`src/rtl/ro_event_packer_if.sv`:
```
// ro_event_packer_if
//   Packet stream between the event packer and its consumer.
//   pkt_data  : packet at the FIFO head, {ts, chan, I_eve, I_pol, Q_eve, Q_pol}
//   pkt_valid : FIFO holds at least one packet
//   pkt_ready : consumer accepts the head packet this cycle
//   master modport drives data/valid, slave modport drives ready.
interface ro_event_packer_if #(
    parameter int unsigned PKT_W = 20
);
    logic [PKT_W-1:0] pkt_data;
    logic             pkt_valid;
    logic             pkt_ready;

    modport master (output pkt_data, output pkt_valid, input pkt_ready);
    modport slave  (input pkt_data, input pkt_valid, output pkt_ready);
endinterface

```
`src/rtl/ro_event_packer.sv`:
```
// ro_event_packer
//   Samples the time-multiplexed unison readout bus every cycle, tags each
//   active slot with its channel id and frame timestamp, and queues packets
//   in a show-ahead FIFO drained over a valid/ready stream.
// Ports
//   clk_master   : master clock, all logic on posedge
//   rstb         : asynchronous active-low reset
//   cap_en       : 1 = packets are captured; 0 = counters run, no pushes
//   read_out_I/Q : [0] event, [1] polarity x event
//   pkt          : packet stream (master side), see ro_event_packer_if
//   fifo_level   : registered FIFO occupancy, 0..2**FIFO_AW
//   overflow     : sticky, set when a packet is dropped on a full FIFO
//   ovf_clr      : synchronous clear of overflow and drop_cnt
//   drop_cnt     : dropped packet count, saturating at 255
module ro_event_packer #(
    parameter int unsigned CH_BITS     = 4,
    parameter int unsigned TS_BITS     = 12,
    parameter int unsigned SLOT_OFFSET = 1,
    parameter int unsigned FIFO_AW     = 3
) (
    input  logic               clk_master,
    input  logic               rstb,
    input  logic               cap_en,
    input  logic [1:0]         read_out_I,
    input  logic [1:0]         read_out_Q,
    ro_event_packer_if.master  pkt,
    output logic [FIFO_AW:0]   fifo_level,
    output logic               overflow,
    input  logic               ovf_clr,
    output logic [7:0]         drop_cnt
);
    localparam int unsigned PKT_W = TS_BITS + CH_BITS + 4;
    localparam int unsigned DEPTH = 2 ** FIFO_AW;

    // Free-running slot / frame counters
    logic [CH_BITS-1:0] slot;
    logic [TS_BITS-1:0] ts;

    // Stage 1 sample registers
    logic [1:0]         s1_i;
    logic [1:0]         s1_q;
    logic [CH_BITS-1:0] s1_slot;
    logic [TS_BITS-1:0] s1_ts;
    logic               s1_cap;

    // FIFO storage and pointers
    logic [PKT_W-1:0]   mem [DEPTH];
    logic [FIFO_AW-1:0] wr_ptr;
    logic [FIFO_AW-1:0] rd_ptr;

    logic [CH_BITS-1:0] chan;
    logic [PKT_W-1:0]   pkt_in;
    logic               active;
    logic               push;
    logic               pop;
    logic               full;
    logic               push_ok;
    logic               drop;

    always_ff @(posedge clk_master or negedge rstb) begin
        if (!rstb) begin
            slot <= '0;
            ts   <= '0;
        end else begin
            slot <= slot + 1'b1;
            if (slot == '1)
                ts <= ts + 1'b1;
        end
    end

    always_ff @(posedge clk_master or negedge rstb) begin
        if (!rstb) begin
            s1_i    <= '0;
            s1_q    <= '0;
            s1_slot <= '0;
            s1_ts   <= '0;
            s1_cap  <= 1'b0;
        end else begin
            s1_i    <= read_out_I;
            s1_q    <= read_out_Q;
            s1_slot <= slot;
            s1_ts   <= ts;
            s1_cap  <= cap_en;
        end
    end

    // Bus data lags the slot counter by SLOT_OFFSET cycles; modulo wrap is
    // implicit in the CH_BITS-wide subtraction.
    always_comb begin
        chan    = s1_slot - CH_BITS'(SLOT_OFFSET);
        pkt_in  = {s1_ts, chan, s1_i[0], s1_i[1], s1_q[0], s1_q[1]};
        active  = s1_i[0] | s1_q[0];
        push    = active & s1_cap;
        full    = (fifo_level == (FIFO_AW + 1)'(DEPTH));
        pop     = pkt.pkt_valid & pkt.pkt_ready;
        // A pop in the same cycle frees the slot, so a full FIFO still accepts.
        push_ok = push & (~full | pop);
        drop    = push & full & ~pop;
    end

    always_ff @(posedge clk_master) begin
        if (push_ok)
            mem[wr_ptr] <= pkt_in;
    end

    always_ff @(posedge clk_master or negedge rstb) begin
        if (!rstb) begin
            wr_ptr     <= '0;
            rd_ptr     <= '0;
            fifo_level <= '0;
        end else begin
            if (push_ok)
                wr_ptr <= wr_ptr + 1'b1;
            if (pop)
                rd_ptr <= rd_ptr + 1'b1;
            case ({push_ok, pop})
                2'b10:   fifo_level <= fifo_level + 1'b1;
                2'b01:   fifo_level <= fifo_level - 1'b1;
                default: fifo_level <= fifo_level;
            endcase
        end
    end

    // A drop on the clearing edge wins, so the counter restarts at one.
    always_ff @(posedge clk_master or negedge rstb) begin
        if (!rstb) begin
            overflow <= 1'b0;
            drop_cnt <= '0;
        end else if (drop) begin
            overflow <= 1'b1;
            if (ovf_clr)
                drop_cnt <= 8'd1;
            else if (drop_cnt != 8'hFF)
                drop_cnt <= drop_cnt + 8'd1;
        end else if (ovf_clr) begin
            overflow <= 1'b0;
            drop_cnt <= '0;
        end
    end

    // Storage is not reset, so the head is masked while the FIFO is empty.
    always_comb begin
        pkt.pkt_valid = (fifo_level != '0);
        pkt.pkt_data  = pkt.pkt_valid ? mem[rd_ptr] : '0;
    end
endmodule

```
`src/flat_wrapper.sv`:
```
// flat-port wrapper written by rule: the top's interface ports become plain ports
module ro_event_packer_flat 
#(
    parameter int unsigned CH_BITS     = 4,
    parameter int unsigned TS_BITS     = 12,
    parameter int unsigned SLOT_OFFSET = 1,
    parameter int unsigned FIFO_AW     = 3
)
  (clk_master, rstb, cap_en, read_out_I, read_out_Q, fifo_level, overflow, ovf_clr, drop_cnt, pkt_pkt_data, pkt_pkt_valid, pkt_pkt_ready);
  ro_event_packer_if #(.PKT_W(20)) pkt_i ();
  input  logic clk_master;
  input  logic rstb;
  input  logic cap_en;
  input  logic [1:0] read_out_I;
  input  logic [1:0] read_out_Q;
  output logic [FIFO_AW:0] fifo_level;
  output logic overflow;
  input  logic ovf_clr;
  output logic [7:0] drop_cnt;
  output wire logic [$bits(pkt_i.pkt_data)-1:0] pkt_pkt_data;
  output wire logic [$bits(pkt_i.pkt_valid)-1:0] pkt_pkt_valid;
  input wire logic [$bits(pkt_i.pkt_ready)-1:0] pkt_pkt_ready;
  assign pkt_pkt_data = pkt_i.pkt_data;
  assign pkt_pkt_valid = pkt_i.pkt_valid;
  assign pkt_i.pkt_ready = pkt_pkt_ready;
  ro_event_packer #(.CH_BITS(CH_BITS), .TS_BITS(TS_BITS), .SLOT_OFFSET(SLOT_OFFSET), .FIFO_AW(FIFO_AW)) u_core (.clk_master(clk_master), .rstb(rstb), .cap_en(cap_en), .read_out_I(read_out_I), .read_out_Q(read_out_Q), .pkt(pkt_i), .fifo_level(fifo_level), .overflow(overflow), .ovf_clr(ovf_clr), .drop_cnt(drop_cnt));
endmodule
```
`config.mk`:
```
export PLATFORM = sky130hd
export DESIGN_NAME = ro_event_packer_flat
export DESIGN_NICKNAME = d
export VERILOG_FILES = /design/src/rtl/ro_event_packer_if.sv /design/src/rtl/ro_event_packer.sv /design/src/flat_wrapper.sv
export SDC_FILE = /design/constraint.sdc
export NUM_CORES = 1
export LEC_CHECK = 0
export ABC_AREA = 1
export BUFFER_PORTS_ARGS = -buffer_cell sky130_fd_sc_hd__buf_2
export CORE_MARGIN = 3
export CORE_UTILIZATION = 61
export DETAILED_ROUTE_END_ITERATION = 8
export PLACE_DENSITY = 0.79
export SYNTH_ARGS = -nofsm -noshare
export SYNTH_HDL_FRONTEND = slang
export SYNTH_SLANG_ARGS = --single-unit
export TNS_END_PERCENT = 5
```
`constraint.sdc`:
```
create_clock -name clk_master -period 4.5 [get_ports clk_master]
set_input_delay 0 -clock clk_master [delete_from_list [all_inputs] [get_ports clk_master]]
set_output_delay 0 -clock clk_master [all_outputs]
set_load 0.01 [all_outputs]
```
Word-level counts from Yosys, hierarchy flattened
Memory sizes are Yosys's and may differ from the RTL's.
Index checks and enable logic that the tools add are counted.
{ "totals": {"output_inout_bits": 34, "input_bits": 9, "ramBits": 160, "romBits": 0, "elab_cells": 50, "ff_bits": 56, "mem_count": 1, "latch_bits": 0} }
{ "mem_list": {"columns": ["name", "depth", "width", "rd", "rd_clocked_by_memory_dff", "wr", "line", "rtl"], "rows": [
  ["u_core.mem", 8, 20, 1, 0, 1, "ro_event_packer.sv:47", "logic [PKT_W-1:0] mem [DEPTH];"]
]} }
{ "classes": {"n_addsub": 8, "mux": 10, "order_cmp": 0, "n_reduce_logical": 5, "bitwise_logic": 9, "mul": 0, "shifts": 0, "n_div": 0, "n_eq_ne": 5} }
{ "ops": {"columns": ["op", "count"], "rows": [
  ["2-to-1 mux 8 bit", 4],
  ["2-to-1 mux 20 bit", 1],
  ["adder 12 x 1 -> 12 bit (second input constant)", 1],
  ["adder 4 x 1 -> 4 bit (second input constant)", 2],
  ["adder 8 x 1 -> 8 bit (second input constant)", 1],
  ["equality test 4 bit (second input constant)", 2],
  ["!= test 8 bit (second input constant)", 1],
  ["one-hot mux 4 bit (2 select lines)", 1],
  ["subtractor 4 x 1 -> 4 bit (second input constant)", 2],
  ["adder 3 x 1 -> 3 bit (second input constant)", 2],
  ["nonzero test 2 bit", 3],
  ["AND 1 bit", 5],
  ["2-to-1 mux 1 bit", 4],
  ["nonzero test 4 bit", 1],
  ["equality test 2 x 1 -> 1 bit (second input constant)", 1],
  ["equality test 2 bit (second input constant)", 1],
  ["inverter 1 bit", 2],
  ["OR 1 bit", 2],
  ["AND reduction 2 bit", 1]
]} }

Logic depth before layout (Yosys ltp)
{ "logic_depth": {"word_depth": 6, "depth_mapped": 13, "depth_no_buf": 13} }

Worst setup path after synthesis
Ideal clock, no wire load.
{ "synth_timing": {"path_type": "reg-to-reg", "from": "register u_core.s1_q[0]", "to": "memory u_core.mem[0][0], enable pin", "path_slack_ps": 2244, "synth_period_minus_slack_ps": 2256, "arrival_time_ps": 1859, "stages_incl_launch_ff": 6, "t_required_ps": 4103, "path_buffers": 0, "setup_ps": 397, "cell_sequence": "dfrtp_1 o21ai_4 inv_1 nand2_4 or2_4 nor2_1"} }
{ "synth_via": {"elab_chain_len": 5} }
{ "synth_rtl": {"columns": ["item", "line", "rtl"], "rows": [
  ["start, declared", "ro_event_packer.sv:41", "logic [1:0] s1_q;"],
  ["start signal, assigned", "ro_event_packer.sv:80", "s1_q <= read_out_Q;"],
  ["OR 1 bit", "ro_event_packer.sv:92", "active = s1_i[0] | s1_q[0];"],
  ["AND 1 bit", "ro_event_packer.sv:93", "push = active & s1_cap;"],
  ["AND 1 bit", "ro_event_packer.sv:97", "push_ok = push & (~full | pop);"],
  ["2-to-1 mux 1 bit", "ro_event_packer.sv:102", "if (push_ok)"],
  ["2-to-1 mux 1 bit (not written as such)", "ro_event_packer.sv:103", "mem[wr_ptr] <= pkt_in;"],
  ["end, declared", "ro_event_packer.sv:47", null]
]} }
No other way between the ends.

Worst setup path after layout
{ "layout_timing": {"from": "register u_core.rd_ptr[1]", "to": "output port pkt_pkt_data[4]"} }
{ "layout_via": {"elab_chain_len": 2} }
{ "layout_rtl": {"columns": ["item", "line", "rtl"], "rows": [
  ["start, declared", "ro_event_packer.sv:49", "logic [FIFO_AW-1:0] rd_ptr;"],
  ["start signal, assigned", "ro_event_packer.sv:115", "rd_ptr <= rd_ptr + 1'b1;"],
  ["memory read (8 x 20 bit)", null, null],
  ["2-to-1 mux 20 bit", "ro_event_packer.sv:144", "pkt.pkt_data = pkt.pkt_valid ? mem[rd_ptr] : '0;"],
  ["end, declared", "flat_wrapper.sv:20", "output wire logic [$bits(pkt_i.pkt_data)-1:0] pkt_pkt_data;"]
]} }
No other way between the ends.

==> impl_metrics.yaml <==
logic_synthesis:
  synth_nets: 740
  ys_seq_area_share_pct: 70.2
  ys_seq_elements: 216
  synth_top_cell_by_area: "edfxtp_1"
  synthDominantCellAreaShare_pct: 54.4
  avgSynthCellArea_um2: 12.2
  synthTopCellsByArea: "edfxtp_1, dfrtp_1, nor2_1"
  synth_cells: 722
  ys_types: 39
  yosys_warnings: 0
  synth_area_mm2: 0.00884
floorplanning:
  die_h_um: 126
  dieArea_mm2: 0.0160
  coreArea_mm2: 0.0140
  io_pins: 43
  die_x_um: 126
  rows: 43
  start_util_pct: 63.0
global_route:
  grt_pass1_wl_mm: 28.2
  antenna_found_initial: 0
  grt_pass1_vias: 5640
  grt_usage_pct: 22.0
  gr-total-overflow: 0
  grt_max_degree: 83
timing:
  slew_violations: 0
  finClkSkew_ns: 0.00828
  postLayoutSetupSlackWorst_ns: 1.57
  fin_tns_setup_ns: 0
  min_period_over_period_pct: 65.0
  worstMarginPinSlew_ns: 1.29
  slew_headroom_pct: 13.7
  fin_crit_ns: 2.93
  fmax_mhz: 342
  setup-violations-final: 0
  hold_viol: 0
  rsz0062_at_grt: "false"
critical_path:
  crit_slowest_cell: "clkinv_1"
  crit_arrival_ns: 2.93
  end_kind: "primary output"
  cp_common_cell: "nor2_1"
  r2r-start: "u_core.s1_i[0]"
  crit_start: "u_core.rd_ptr[1]"
  cp-start-kind: "flop"
  critPathRequiredTime_ns: 4.50
  cpPeakStageDelay_ns: 0.79
  worst-r2r-cell-count: 6
  critPathMaxFanout: 62
  crit_type: "reg -> out"
  crit_end: "pkt_pkt_data[4]"
  worstReg2RegEnd: "u_core.mem[6][6]"
  crit_chain: "buf_4, clkinv_1, o21ai_0, o22ai_1, nor2_1, nor2_1, buf_2"
  r2r_slack_ns: 1.92
min_path:
  hp-class: "in -> reg"
drt:
  ant_nets: 0
  drc: 0
  vias: 5671
  drtPass1Iterations: 5
  vias_per_cell: 5.87
  drtIter0Drc: 599
  wl_per_cell_um: 18.2
  finalWirelength_mm: 17.6
finish:
  layout.nets: 790
  drive_gt1_share_pct: 14.6
  stdcell_count: 966
  post-route-util_pct: 70.2
  antenna_cells: 0
  syn_to_final_growth_pct: 11.5
clock_network:
  cts_setup_buffers: 0
  htreeDepth: 1
  clk_path_buf_depth: 3
  clk_pin_slew_worst_paths_ns: 0.06
  root_buffer: "clkbuf_16"
  cts_made_buffers: 21
  cts_tree: "done"
  clock_latency_ns: 0.48
  cts.sinks: 216
placement:
  gp_congestion: 0.872
  dp_slack_ns: 1.93
  numPortBuffers: 42
  hpwl_mm: 10.2
  place_inst: 921
job:
  drv_cap: 0
run_status:
  status: "completed"
power:
  p_leak_nw: 3.82
  powerDensity_mw_per_mm2: 596
  irDropWorstVdd_uv: 492
logic make-up (layout without fill, tap and decap cells):
group,Yosys count,count (layout),share of synthesized area (%)
AO/OA/AOI/OAI,141,141,9.16
XOR/XNOR,21,21,2.08
adder cells (fa/ha/maj),9,9,1.27
buffers and inverters,67,131,4.03
flip-flops,216,216,70.2
multiplexers,1,1,0.127
AND/OR/NAND/NOR,267,267,13.1
Yosys cell counts (all sizes together):
cell type and number:
or2 1, clkinv 1, edfxtp 160, xor2 11, a21boi 1, dfrtp 56, a21oi 1, o211ai 21
buf 29, o21ai 96, xnor2 10, ha 9, mux2 1, nor2 168, o22ai 20, nand2 72
nor3 2, nand3 20, inv 32, clkbuf 5, o21bai 2, nand4 4
worst min path at each step:
stage	endpoint	cells after the start	startpoint
5_1_grt	u_core.s1_q[1]	2	read_out_Q[1]
6_report	u_core.s1_q[1]	2	read_out_Q[1]
2_1_floorplan	u_core.drop_cnt[0]	0	rstb
4_1_cts	u_core.s1_q[1]	2	read_out_Q[1]
3_5_place_dp	u_core.s1_q[1]	1	read_out_Q[1]
3_3_place_gp	u_core.s1_q[1]	1	read_out_Q[1]
flip-flops by register name, summed over array words and instances, names as in the netlist:
signal and flops:
u_core.overflow 1, u_core.rd_ptr 3, u_core.s1_q 2, u_core.slot 4, u_core.wr_ptr 3, u_core.fifo_level 4, u_core.drop_cnt 8, u_core.ts 12
u_core.mem 160, u_core.s1_ts 12, u_core.s1_i 2, u_core.s1_slot 4, u_core.s1_cap 1
worst max-delay path: cells and delay by family, from the launching register on:
kind	cells	cell delay (ns)
buf+inv	3	1.40
simple gates	2	0.17
flops	1	0.33
compound gates	2	0.51
report_power, final:
part           leakage, nW  switching [mW]  internal, mW
Clock                0.306           0.683         0.917
Sequential            2.19           0.119          2.32
Combinational         1.33            1.23         0.598
per-stage QoR:
| stage | instance area, um^2 | total power [mW] | hold WS, ns |
|---|---|---|---|
| after floorplan | 8840 | 3.79 | -0.296 |
| after global placement | 9150 | 4.21 | 0.110 |
| after detailed placement | 9150 | 4.29 | 0.110 |
| after CTS | 9860 | 5.90 | 0.138 |
| after global routing | 9860 | 6.19 | 0.160 |
| final | 9860 | 5.87 | 0.155 |
cells in the final DEF, fill, tap and decap left out, types with 2 or more instances in the layout:
cell | synthesis | final
o21ai_2 | 2 | 2
nor2_4 | 3 | 3
o211ai_1 | 21 | 21
o21ai_1 | 37 | 37
buf_4 | 8 | 11
nor2_1 | 161 | 153
xnor2_1 | 10 | 10
dlygate4sd3_1 | 0 | 8
ha_1 | 9 | 9
inv_2 | 3 | 3
dfrtp_1 | 56 | 55
buf_2 | 14 | 42
o22ai_1 | 20 | 20
nand3_4 | 2 | 2
clkinv_1 | 1 | 6
o21bai_1 | 2 | 2
nand2_2 | 2 | 2
o21ai_0 | 56 | 56
nor2_2 | 3 | 11
nand2_1 | 67 | 67
edfxtp_1 | 160 | 160
nand2_4 | 3 | 3
clkbuf_16 | 0 | 21
xor2_1 | 11 | 11
clkbuf_1 | 4 | 4
nand4_1 | 4 | 4
nand3_1 | 17 | 17
inv_1 | 28 | 28
clkinv_2 | 0 | 3
repair_timing:
action | in CTS | in global routing
resized for setup | 0 | 0
hold endpoints to repair | 67 | 0
endpoints found under the setup margin | 0 | 0
hold buffers | 8 | 0
layout make-up:
class                   count  area (um^2)
inverters                  33          126
flip-flops and latches    216         6210
repair buffers             61          373
fillers                   911         4180
multi-input cells         439         2300
well taps                 180          225
clock inverters            12         88.8
clock buffers              25          541
layer usage:
metal  GRT usage (%)  up-vias  routed length, um
met1            29.7     2760               7120
met2            36.5      240               8780
met3            3.41       45               1200
li1                -     2626                  -
met4            8.26        0                483
met5               0        -                  0
(Power assumes the default switching activity.)
